**src/rtl/mitm_chunk_sequencer.sv**
```systemverilog
// mitm_chunk_sequencer
//
// Sequences chunk-by-chunk transfers for a man-in-the-middle serial bus
// interposer. At the start of every bus transaction it latches the user mode,
// then for each chunk it tells the bus controller to start a chunk of a given
// size. It also decides whether the MISO data seen by the host is the real
// device reply or a substitute pattern. The first MOSI chunk of a transaction
// is treated as the command byte. In SUB_MATCH mode substitution is armed only
// when that command equals MATCH_CMD.
//
// Ports
//   sys_clk          sole clock
//   rst              synchronous active-high reset
//   mode_select      user mode (00/01 forward, 10 substitute all, 11 substitute on match)
//   comm_active      bus transaction in progress
//   bus_ready        bus controller idle and ready for a command
//   real_miso_data   last captured MISO chunk
//   real_mosi_data   last captured MOSI chunk
//   cmd_next_chunk   one-cycle pulse: start the next chunk
//   cmd_finish       one-cycle pulse: end the transaction
//   next_chunk_size  size in bits of the chunk being started
//   fake_miso_select substitute MISO for the chunk being started
//   fake_mosi_select substitute MOSI (never used, always 0)
//   fake_miso_data   substitute MISO pattern
//   fake_mosi_data   substitute MOSI pattern (always 0)
//   chunk_count      chunks completed in the current transaction (saturating)
//   last_cmd         first MOSI chunk of the current/last transaction
//   match_hit        substitution armed for the current/last transaction
module mitm_chunk_sequencer #(
    parameter int                  BUF_SIZE         = 9,
    parameter int                  CHUNK_SIZE_WIDTH = $clog2(BUF_SIZE + 1),
    parameter int                  MODE_WIDTH       = 2,
    parameter int                  CMD_LEN          = 8,
    parameter logic [CMD_LEN-1:0]  MATCH_CMD        = 8'h03,
    parameter logic [BUF_SIZE-1:0] FAKE_MISO        = 9'h0A5
) (
    input  logic                        sys_clk,
    input  logic                        rst,
    input  logic [MODE_WIDTH-1:0]       mode_select,
    input  logic                        comm_active,
    input  logic                        bus_ready,
    input  logic [BUF_SIZE-1:0]         real_miso_data,
    input  logic [BUF_SIZE-1:0]         real_mosi_data,
    output logic                        cmd_next_chunk,
    output logic                        cmd_finish,
    output logic [CHUNK_SIZE_WIDTH-1:0] next_chunk_size,
    output logic                        fake_miso_select,
    output logic                        fake_mosi_select,
    output logic [BUF_SIZE-1:0]         fake_miso_data,
    output logic [BUF_SIZE-1:0]         fake_mosi_data,
    output logic [7:0]                  chunk_count,
    output logic [CMD_LEN-1:0]          last_cmd,
    output logic                        match_hit
);

    localparam logic [MODE_WIDTH-1:0] MODE_FWD       = MODE_WIDTH'(1);
    localparam logic [MODE_WIDTH-1:0] MODE_SUB_ALL   = MODE_WIDTH'(2);
    localparam logic [MODE_WIDTH-1:0] MODE_SUB_MATCH = MODE_WIDTH'(3);

    localparam logic [CHUNK_SIZE_WIDTH-1:0] SIZE_FIRST = CHUNK_SIZE_WIDTH'(CMD_LEN);
    localparam logic [CHUNK_SIZE_WIDTH-1:0] SIZE_FULL  = CHUNK_SIZE_WIDTH'(BUF_SIZE);

    typedef enum logic [2:0] {
        S_SYNC,
        S_IDLE,
        S_ISSUE,
        S_WAIT_BUSY,
        S_WAIT_DONE,
        S_FINISH
    } state_t;

    state_t                state;
    logic [MODE_WIDTH-1:0] mode_q;

    function automatic logic [7:0] sat_inc8(input logic [7:0] v);
        return (v == 8'hFF) ? v : v + 8'd1;
    endfunction

    // Mode 00 is an alias for FORWARD; normalising on latch keeps the
    // rest of the decode to three cases.
    function automatic logic [MODE_WIDTH-1:0] norm_mode(input logic [MODE_WIDTH-1:0] m);
        return (m == '0) ? MODE_FWD : m;
    endfunction

    logic [MODE_WIDTH-1:0] mode_latch;
    logic [CMD_LEN-1:0]    mosi_cmd;
    logic                  cmd_matches;
    logic                  hit_next;
    logic                  first_sel;
    logic [BUF_SIZE-1:0]   first_data;
    logic                  later_sel;
    logic [BUF_SIZE-1:0]   later_data;
    logic                  unused_inputs;

    assign mode_latch  = norm_mode(mode_select);
    assign mosi_cmd    = real_mosi_data[CMD_LEN-1:0];
    assign cmd_matches = (mode_q == MODE_SUB_MATCH) && (mosi_cmd == MATCH_CMD);

    // match_hit as it will be after the chunk completing now: freshly
    // decided when the command chunk completes, otherwise unchanged.
    assign hit_next = (chunk_count == 8'd0) ? cmd_matches : match_hit;

    // The first chunk is the command: only SUB_ALL substitutes it.
    assign first_sel  = (mode_latch == MODE_SUB_ALL);
    assign first_data = (mode_latch == MODE_SUB_ALL) ? FAKE_MISO : '0;

    assign later_sel  = (mode_q == MODE_SUB_ALL) ||
                        ((mode_q == MODE_SUB_MATCH) && hit_next);
    assign later_data = ((mode_q == MODE_SUB_ALL) || (mode_q == MODE_SUB_MATCH)) ?
                        FAKE_MISO : '0;

    // MISO captures and MOSI bits above the command field do not steer
    // the sequencer.
    assign unused_inputs = ^{real_miso_data, real_mosi_data};

    always_ff @(posedge sys_clk) begin
        if (rst) begin
            state            <= S_SYNC;
            mode_q           <= MODE_FWD;
            cmd_next_chunk   <= 1'b0;
            cmd_finish       <= 1'b0;
            next_chunk_size  <= '0;
            fake_miso_select <= 1'b0;
            fake_mosi_select <= 1'b0;
            fake_miso_data   <= '0;
            fake_mosi_data   <= '0;
            chunk_count      <= 8'd0;
            last_cmd         <= '0;
            match_hit        <= 1'b0;
        end else begin
            // Command outputs are single-cycle pulses.
            cmd_next_chunk <= 1'b0;
            cmd_finish     <= 1'b0;

            case (state)
                // Never join a transaction that is already in flight.
                S_SYNC: begin
                    if (!comm_active) begin
                        state <= S_IDLE;
                    end
                end

                S_IDLE: begin
                    if (comm_active && bus_ready) begin
                        mode_q           <= mode_latch;
                        chunk_count      <= 8'd0;
                        match_hit        <= 1'b0;
                        cmd_next_chunk   <= 1'b1;
                        next_chunk_size  <= SIZE_FIRST;
                        fake_miso_select <= first_sel;
                        fake_miso_data   <= first_data;
                        fake_mosi_select <= 1'b0;
                        fake_mosi_data   <= '0;
                        state            <= S_ISSUE;
                    end
                end

                S_ISSUE: begin
                    state <= S_WAIT_BUSY;
                end

                // Host ended the transaction before the chunk started:
                // nothing was transferred, so the count is left alone.
                S_WAIT_BUSY: begin
                    if (!comm_active && bus_ready) begin
                        cmd_finish <= 1'b1;
                        state      <= S_FINISH;
                    end else if (!bus_ready) begin
                        state <= S_WAIT_DONE;
                    end
                end

                S_WAIT_DONE: begin
                    if (bus_ready) begin
                        chunk_count <= sat_inc8(chunk_count);
                        if (chunk_count == 8'd0) begin
                            last_cmd  <= mosi_cmd;
                            match_hit <= cmd_matches;
                        end
                        if (comm_active) begin
                            cmd_next_chunk   <= 1'b1;
                            next_chunk_size  <= SIZE_FULL;
                            fake_miso_select <= later_sel;
                            fake_miso_data   <= later_data;
                            fake_mosi_select <= 1'b0;
                            fake_mosi_data   <= '0;
                            state            <= S_ISSUE;
                        end else begin
                            cmd_finish <= 1'b1;
                            state      <= S_FINISH;
                        end
                    end
                end

                S_FINISH: begin
                    state <= S_IDLE;
                end

                default: begin
                    state <= S_SYNC;
                end
            endcase
        end
    end

endmodule

```
**config.mk**
```make
export PLATFORM = sky130hd
export DESIGN_NAME = mitm_chunk_sequencer
export DESIGN_NICKNAME = d
export VERILOG_FILES = /design/src/rtl/mitm_chunk_sequencer.sv
export SDC_FILE = /design/constraint.sdc
export NUM_CORES = 1
export LEC_CHECK = 0
export ABC_AREA = 1
export CAP_MARGIN = 20
export CORE_ASPECT_RATIO = 0.75
export CORE_MARGIN = 3
export CORE_UTILIZATION = 43
export CTS_CLUSTER_SIZE = 40
export DETAILED_ROUTE_END_ITERATION = 6
export GPL_TIMING_DRIVEN = 0
export PLACE_DENSITY = 0.83
export SETUP_SLACK_MARGIN = 0.1
export SYNTH_ARGS = -nofsm -noshare
export SYNTH_HDL_FRONTEND = slang
export SYNTH_SLANG_ARGS = --single-unit
```
**constraint.sdc**
```tcl
create_clock -name sys_clk -period 2.1 [get_ports sys_clk]
set_clock_uncertainty 0.15 [all_clocks]
set_input_delay 0.21 -clock sys_clk [delete_from_list [all_inputs] [get_ports sys_clk]]
set_output_delay 0.21 -clock sys_clk [all_outputs]
set_load 0.01 [all_outputs]
```
==> impl_metrics.csv, run 1 <==
group,metric,value,unit
setup_path,worstPathArrival,1.75,ns
outcome,status,"completed",
synthesis,syn_area,0.00166,mm2
synthesis,ys_top_cells_by_count,"61 x nand2_1, 40 x nor2_1, 28 x dfxtp_1, 22 x inv_1, 20 x buf_4",
timing,maxSlewViolCount,0,
timing,rsz0062_at_grt,"no",
setup_path,required,2.13,ns
final_layout,seq_area,561,um2
synthesis,async_flop_share,0,%
global_route,grt.met1_usage,21.2,%
detailed_routing,drt_iter0_drc,74,
final_layout,nets,334,
floorplanning,rows,18,
placement,portBuffers,38,
synthesis,synth.most_common_cell,"nand2_1",
global_route,gr-usage-met2,29.6,%
min_path,hold_class,"input pin to flop",
clocking,cts_tree,"done",
global_route,grt_pass1_wl,6400,um
placement,place_area,0.00216,mm2
clocking,clk-insertion-delay-late,0.27,ns
clocking,path_clk_slew,0.10,ns
detailed_routing,ant_nets,0,
synthesis,avgSynthCellArea,6.66,um2
floorplanning,start_util,47.5,%
synthesis,syn_inst,249,
floorplanning,io-pin-count,67,
timing,fin_tns_setup,0,ns
setup_path,worstSetupPathType,"flop to flop",
timing,fmax,0.582,GHz
global_route,grt_pass1_vias,1499,
detailed_routing,drc,0,
synthesis,synth_warnings,0,
clocking,cts-root-buf,"clkbuf_8",
synthesis,synth_edf_count,0,
clocking,cts_made_buffers,3,
floorplanning,die_w,77.7,um
synthesis,ys_top_cells_by_area,"dfxtp_1 34%, nand2_1 14%, buf_4 9.1%, nor2_1 9.1%, nand3_1 5.1%",
global_route,grt-ovfl-total,0,
synthesis,ys_seq_area_share,33.8,%
detailed_routing,wl_per_cell,10.7,um
clocking,clockBufferDepth,2,
global_route,track_usage,17.0,%
placement,gp_congestion,0.890,
synthesis,synth_seq_cells,28,
setup_path,critPathCaptureType,"flop",
synthesis,synth_top_area_share,33.8,%
global_route,grt_max_degree,17,
timing,period_needed,1.72,ns
clocking,clkSinkCount,28,
final_layout,fillCellCount,324,
global_route,busiest_layer,"met2",
global_route,met3_usage,5.12,%
clocking,cts_hold_buf,0,
pwr,leakage,1.00,nW
clocking,cts_max_level,1,
setup_path,critPathLaunchType,"flop",
pwr,p_per_area,781,mW/mm2
clocking,post_cts_buffers,0,
placement,dpl.hpwl,2970,um
floorplanning,die-height,59.8,um
final_layout,stdcell_count,357,
synthesis,synth_top_cell_by_area,"dfxtp_1",
final_layout,syn_to_final_growth,34.6,%
global_route,antenna_found_initial,0,
timing,hold_violations,0,
timing,period_share,81.8,%
flow_run,maxCapViolations,0,
floorplanning,coreArea,0.00349,mm2
synthesis,yosysUniqueCellTypes,28,
final_layout,stdcell_area,0.00223,mm2
final_layout,multi_input_area,895,um2
final_layout,drive_gt1_share,14.7,%
detailed_routing,vias,1619,
pwr,ir_drop,0.396,mV
synthesis,ys.flop_type,"dfxtp_1",
timing,hold_ws,0.195,ns
detailed_routing,first_pass_iters,4,
detailed_routing,vias_per_cell,4.54,
detailed_routing,wl,3810,um
final_layout,antenna_cells,0,
setup_path,crit_fanout,9,
timing,setup_viol,0,
floorplanning,dieArea,0.00464,mm2
clocking,post_cts_resized,0,
placement,dp_cells,353,
## through the flow
step,util [%],power [mW],setup slack (ns)
after CTS,63.9,1.76,0.378
final,63.9,1.74,0.382
after global placement,61.9,1.31,0.345
after global routing,63.9,1.87,0.165
after floorplan,-,1.14,0.516
after detailed placement,61.9,1.33,0.296
## area by class of cell
type	count	area share (%)
multi-input cells	188	40.1
flip-flops and latches	28	25.1
repair buffers	38	17.0
plain buffers	24	7.46
inverters	25	4.32
well taps	50	2.80
clock buffers	3	1.85
clock inverters	1	1.35
## where the power goes
group / internal [mW] / leakage [nW] / switching (mW)
combinational: 0.272 / 0.739 / 0.400
sequential: 0.582 / 0.226 / 0.0633
clock: 0.255 / 0.0357 / 0.171
## logic make-up after synthesis
| logic type | Yosys count | synth area share (%) |
|---|---|---|
| buf+inv | 49 | 15.8 |
| flops | 28 | 33.8 |
| simple gates | 135 | 36.2 |
| other cells | 1 | 0.226 |
| compound gates | 31 | 10.9 |
| xor+xnor | 3 | 1.59 |
| fa+ha+maj | 2 | 1.51 |
## metal layers
metal / up-vias / wire, um
met5: - / 0
met4: 0 / 10
met3: 2 / 340
met2: 52 / 1760
met1: 705 / 1710
li1: 860 / -
## cells in the final DEF (no fill, tap or decap)
cell type        instances
a21boi_0                 1
nand2_2                  7
ha_1                     2
o21ai_0                 11
xor2_1                   1
inv_1                   22
nor2_2                   2
clkbuf_1                 3
nor3_4                   1
inv_2                    2
buf_4                   20
nor2_1                  40
a21oi_4                  1
nand4_1                  2
nor2_4                   1
nand3_1                 17
o22ai_1                  1
clkbuf_8                 3
nand2_1                 61
buf_2                    1
conb_1                  17
o211ai_1                 1
xnor2_1                  2
clkdlybuf4s50_1         38
nand2_4                  3
a21oi_1                 14
inv_4                    1
a21oi_2                  2
dfxtp_1                 28
nor3_1                   1
bufinv_16                1
## registers in the layout (all words and copies together), names as in the netlist
name and cells:
chunk_count 8, fake_miso_data 1, match_hit 1, cmd_next_chunk 1, fake_miso_select 1, state 3
mode_q 2, last_cmd 8, cmd_finish 1, next_chunk_size 2
## critical path: stages (launching register included)
cell	delay, ns
dfxtp_1	0.42
ha_1	0.26
inv_1	0.07
nor2_2	0.16
nand2_1	0.09
nand2_2	0.09
nand2_2	0.07
nand2_4	0.12
nand2_1	0.06
o21ai_0	0.07
nor2_1	0.06
## final timing paths
kind,from,end,slack [ns],depth (start not counted)
worst min-delay path,rst,chunk_count[7]$_SDFFE_PP0P_,0.19,2
worst max register to register,chunk_count[0]$_SDFFE_PP0P_,chunk_count[1]$_SDFFE_PP0P_,0.38,10
worst max-delay path,chunk_count[0]$_SDFFE_PP0P_,chunk_count[1]$_SDFFE_PP0P_,0.38,10
worst min register to register,mode_q[1]$_SDFFE_PP0P_,mode_q[1]$_SDFFE_PP0P_,0.32,2
No activity file was read; power rests on OpenSTA's default activity.
==> run 2, diff against run 1 <==
clock period = 1.7 ns   (was 2.1 ns; I/O delays follow)
==> run 2 against run 1 <==
Cell count grew 5.0%. First-iteration DRC count grew 23%. Wire length grew 19%. Largest cell class unchanged. Highest routed layer unchanged.
==> impl_metrics.csv, run 2 (synthesis gave the netlist of run 1 again) <==
group,metric,value,unit
final_layout,stdcell_area,0.00252,mm2
detailed_routing,drt_iter0_drc,91,
global_route,grt_pass1_wl,6540,um
placement,pre_cts_slack,-0.0636,ns
detailed_routing,ant_nets,0,
pwr,netSwitchingPower,968,uW
clocking,clkSinkCount,28,
final_layout,drive_gt1_share,29.8,%
placement,dp_cells,353,
global_route,antenna_found_initial,0,
floorplanning,rows,18,
clocking,cts_made_buffers,3,
min_path,whs_path_depth,2,
setup_path,r2r-start,"state[0]$_SDFFE_PP0P_",
global_route,gr-usage-met2,30.7,%
timing,fin_ws,0.116,ns
setup_path,required,1.38,ns
final_layout,post-route-util,72.2,%
floorplanning,die_w,77.7,um
global_route,track_usage,17.4,%
placement,gp_congestion,0.890,
clocking,cts-root-buf,"clkbuf_8",
final_layout,stdcell_count,375,
setup_path,critPathLaunchType,"flop",
clocking,cts_tree,"done",
setup_path,crit_chain,"clkdlybuf4s50_1",
global_route,met3_usage,5.12,%
global_route,grt_max_degree,17,
clocking,clk-insertion-delay-late,0.28,ns
setup_path,r2r_slack,0.12,ns
detailed_routing,drc,0,
final_layout,final_cell_mix,"52 x nand2_1, 37 x nor2_1, 36 x buf_4, 32 x clkdlybuf4s50_1, 18 x inv_1",
final_layout,top_regs,"chunk_count (8), last_cmd (8), state (3)",
pwr,clkPwrFrac,21.0,%
timing,fmax,0.631,GHz
placement,dpl.hpwl,2970,um
setup_path,cpPeakStageDelay,0.56,ns
pwr,p_total,2.53,mW
floorplanning,die-height,59.8,um
setup_path,crit_path_end,"chunk_count[5]",
global_route,grt_pass1_vias,1516,
detailed_routing,vias,1735,
final_layout,antenna_cells,0,
flow_run,maxCapViolations,0,
timing,fin_tns_setup,0,ns
pwr,leakage,1.19,nW
timing,period_needed,1.58,ns
detailed_routing,first_pass_iters,4,
timing,setup_viol,0,
setup_path,critical_path.top_delay_family,"buffers and inverters",
global_route,grt.met1_usage,21.4,%
setup_path,critical_path_depth,1,
placement,place_area,0.00216,mm2
clocking,cts_max_level,1,
clocking,clockBufferDepth,2,
timing,tightest_slew,0.510,ns
timing,maxSlewViolCount,0,
floorplanning,coreArea,0.00349,mm2
setup_path,critPathBufInv,1,
global_route,grt-ovfl-total,0,
pwr,ir_drop,0.649,mV
floorplanning,dieArea,0.00464,mm2
detailed_routing,vias_per_cell,4.63,
detailed_routing,wl_per_cell,12.1,um
setup_path,worstSetupStartpoint,"chunk_count[5]$_SDFFE_PP0P_",
timing,hold_ws,0.172,ns
clocking,path_clk_slew,0.10,ns
timing,hold_violations,0,
outcome,status,"completed",
pwr,comb_power_share,45.7,%
setup_path,cpMaxStageDelayCell,"clkdlybuf4s50_1",
setup_path,reg2reg_to,"chunk_count[1]$_SDFFE_PP0P_",
final_layout,fillCellCount,262,
floorplanning,start_util,47.5,%
setup_path,crit_fanout,8,
setup_path,critPathCaptureType,"output pin",
placement,portBuffers,38,
floorplanning,io-pin-count,67,
timing,slew_headroom,66.0,%
final_layout,nets,352,
setup_path,worstPathArrival,1.26,ns
timing,period_share,93.2,%
global_route,busiest_layer,"met2",
pwr,sw_frac_of_total,38.3,%
timing,rsz0062_at_grt,"yes",
min_path,hold_class,"input pin to flop",
setup_path,ff2ff_path_depth,11,
clocking,cts_hold_buf,0,
detailed_routing,wl,4530,um
final_layout,layout.cells.most_common,"nand2_1",
pwr,pwr-share-seq,33.3,%
pwr,p_int,1.56,mW
pwr,p_per_area,1000,mW/mm2
setup_path,worstSetupPathType,"flop to output pin",
final_layout,syn_to_final_growth,52.1,%
## run 2: cell count changes in the layout (fill, tap and decap cells not counted), moves of 7 or more
| cell | change |
|---|---|
| dfxtp_1 | -11 |
| dfxtp_2 | +7 |
| buf_4 | +16 |
| nand2_1 | -9 |
## run 2: layout make-up
type                    count  area [um2]  area share (%)
repair buffers             55         532            21.1
well taps                  50        62.6            2.48
multi-input cells         189        1000            39.7
clock buffers               3        41.3            1.64
flip-flops and latches     28         584            23.2
plain buffers              24         169            6.70
inverters                  25         101            4.02
clock inverters             1        30.0            1.19
## run 2: worst min-delay path by stage
stage / startpoint / end / slack [ns]
after detailed placement: next_chunk_size[0]$_SDFFE_PP0P_ / next_chunk_size[0]$_SDFFE_PP0P_ / 0.31
after global routing: rst / chunk_count[7]$_SDFFE_PP0P_ / 0.18
final: rst / chunk_count[4]$_SDFFE_PP0P_ / 0.17
after floorplan: real_mosi_data[0] / last_cmd[0]$_SDFFE_PP0P_ / 0.15
after global placement: next_chunk_size[0]$_SDFFE_PP0P_ / next_chunk_size[0]$_SDFFE_PP0P_ / 0.30
after CTS: rst / chunk_count[7]$_SDFFE_PP0P_ / 0.13
## run 2: layer usage
layer,wire length [um],up-vias
met2,2230,59
met1,1910,773
met3,325,8
met4,64,0
met5,0,-
li1,-,895
## run 2: power groups by stage
stage          Clock [mW]  Combinational [mW]  Sequential, mW
3_5_place_dp            0               0.832           0.812
5_1_grt             0.568                1.26           0.852
2_1_floorplan           0               0.598           0.813
4_1_cts             0.540               0.931           0.805
3_3_place_gp            0               0.812           0.808
6_report            0.530                1.15           0.841
## run 2: what timing repair did
action | in CTS | in global routing
setup buffers | 4 | 13
pin swaps | 4 | 20
cloned | 0 | 1
resized for setup | 16 | 46
endpoints found under the hold margin | 0 | 0
setup endpoints to repair | 22 | 27
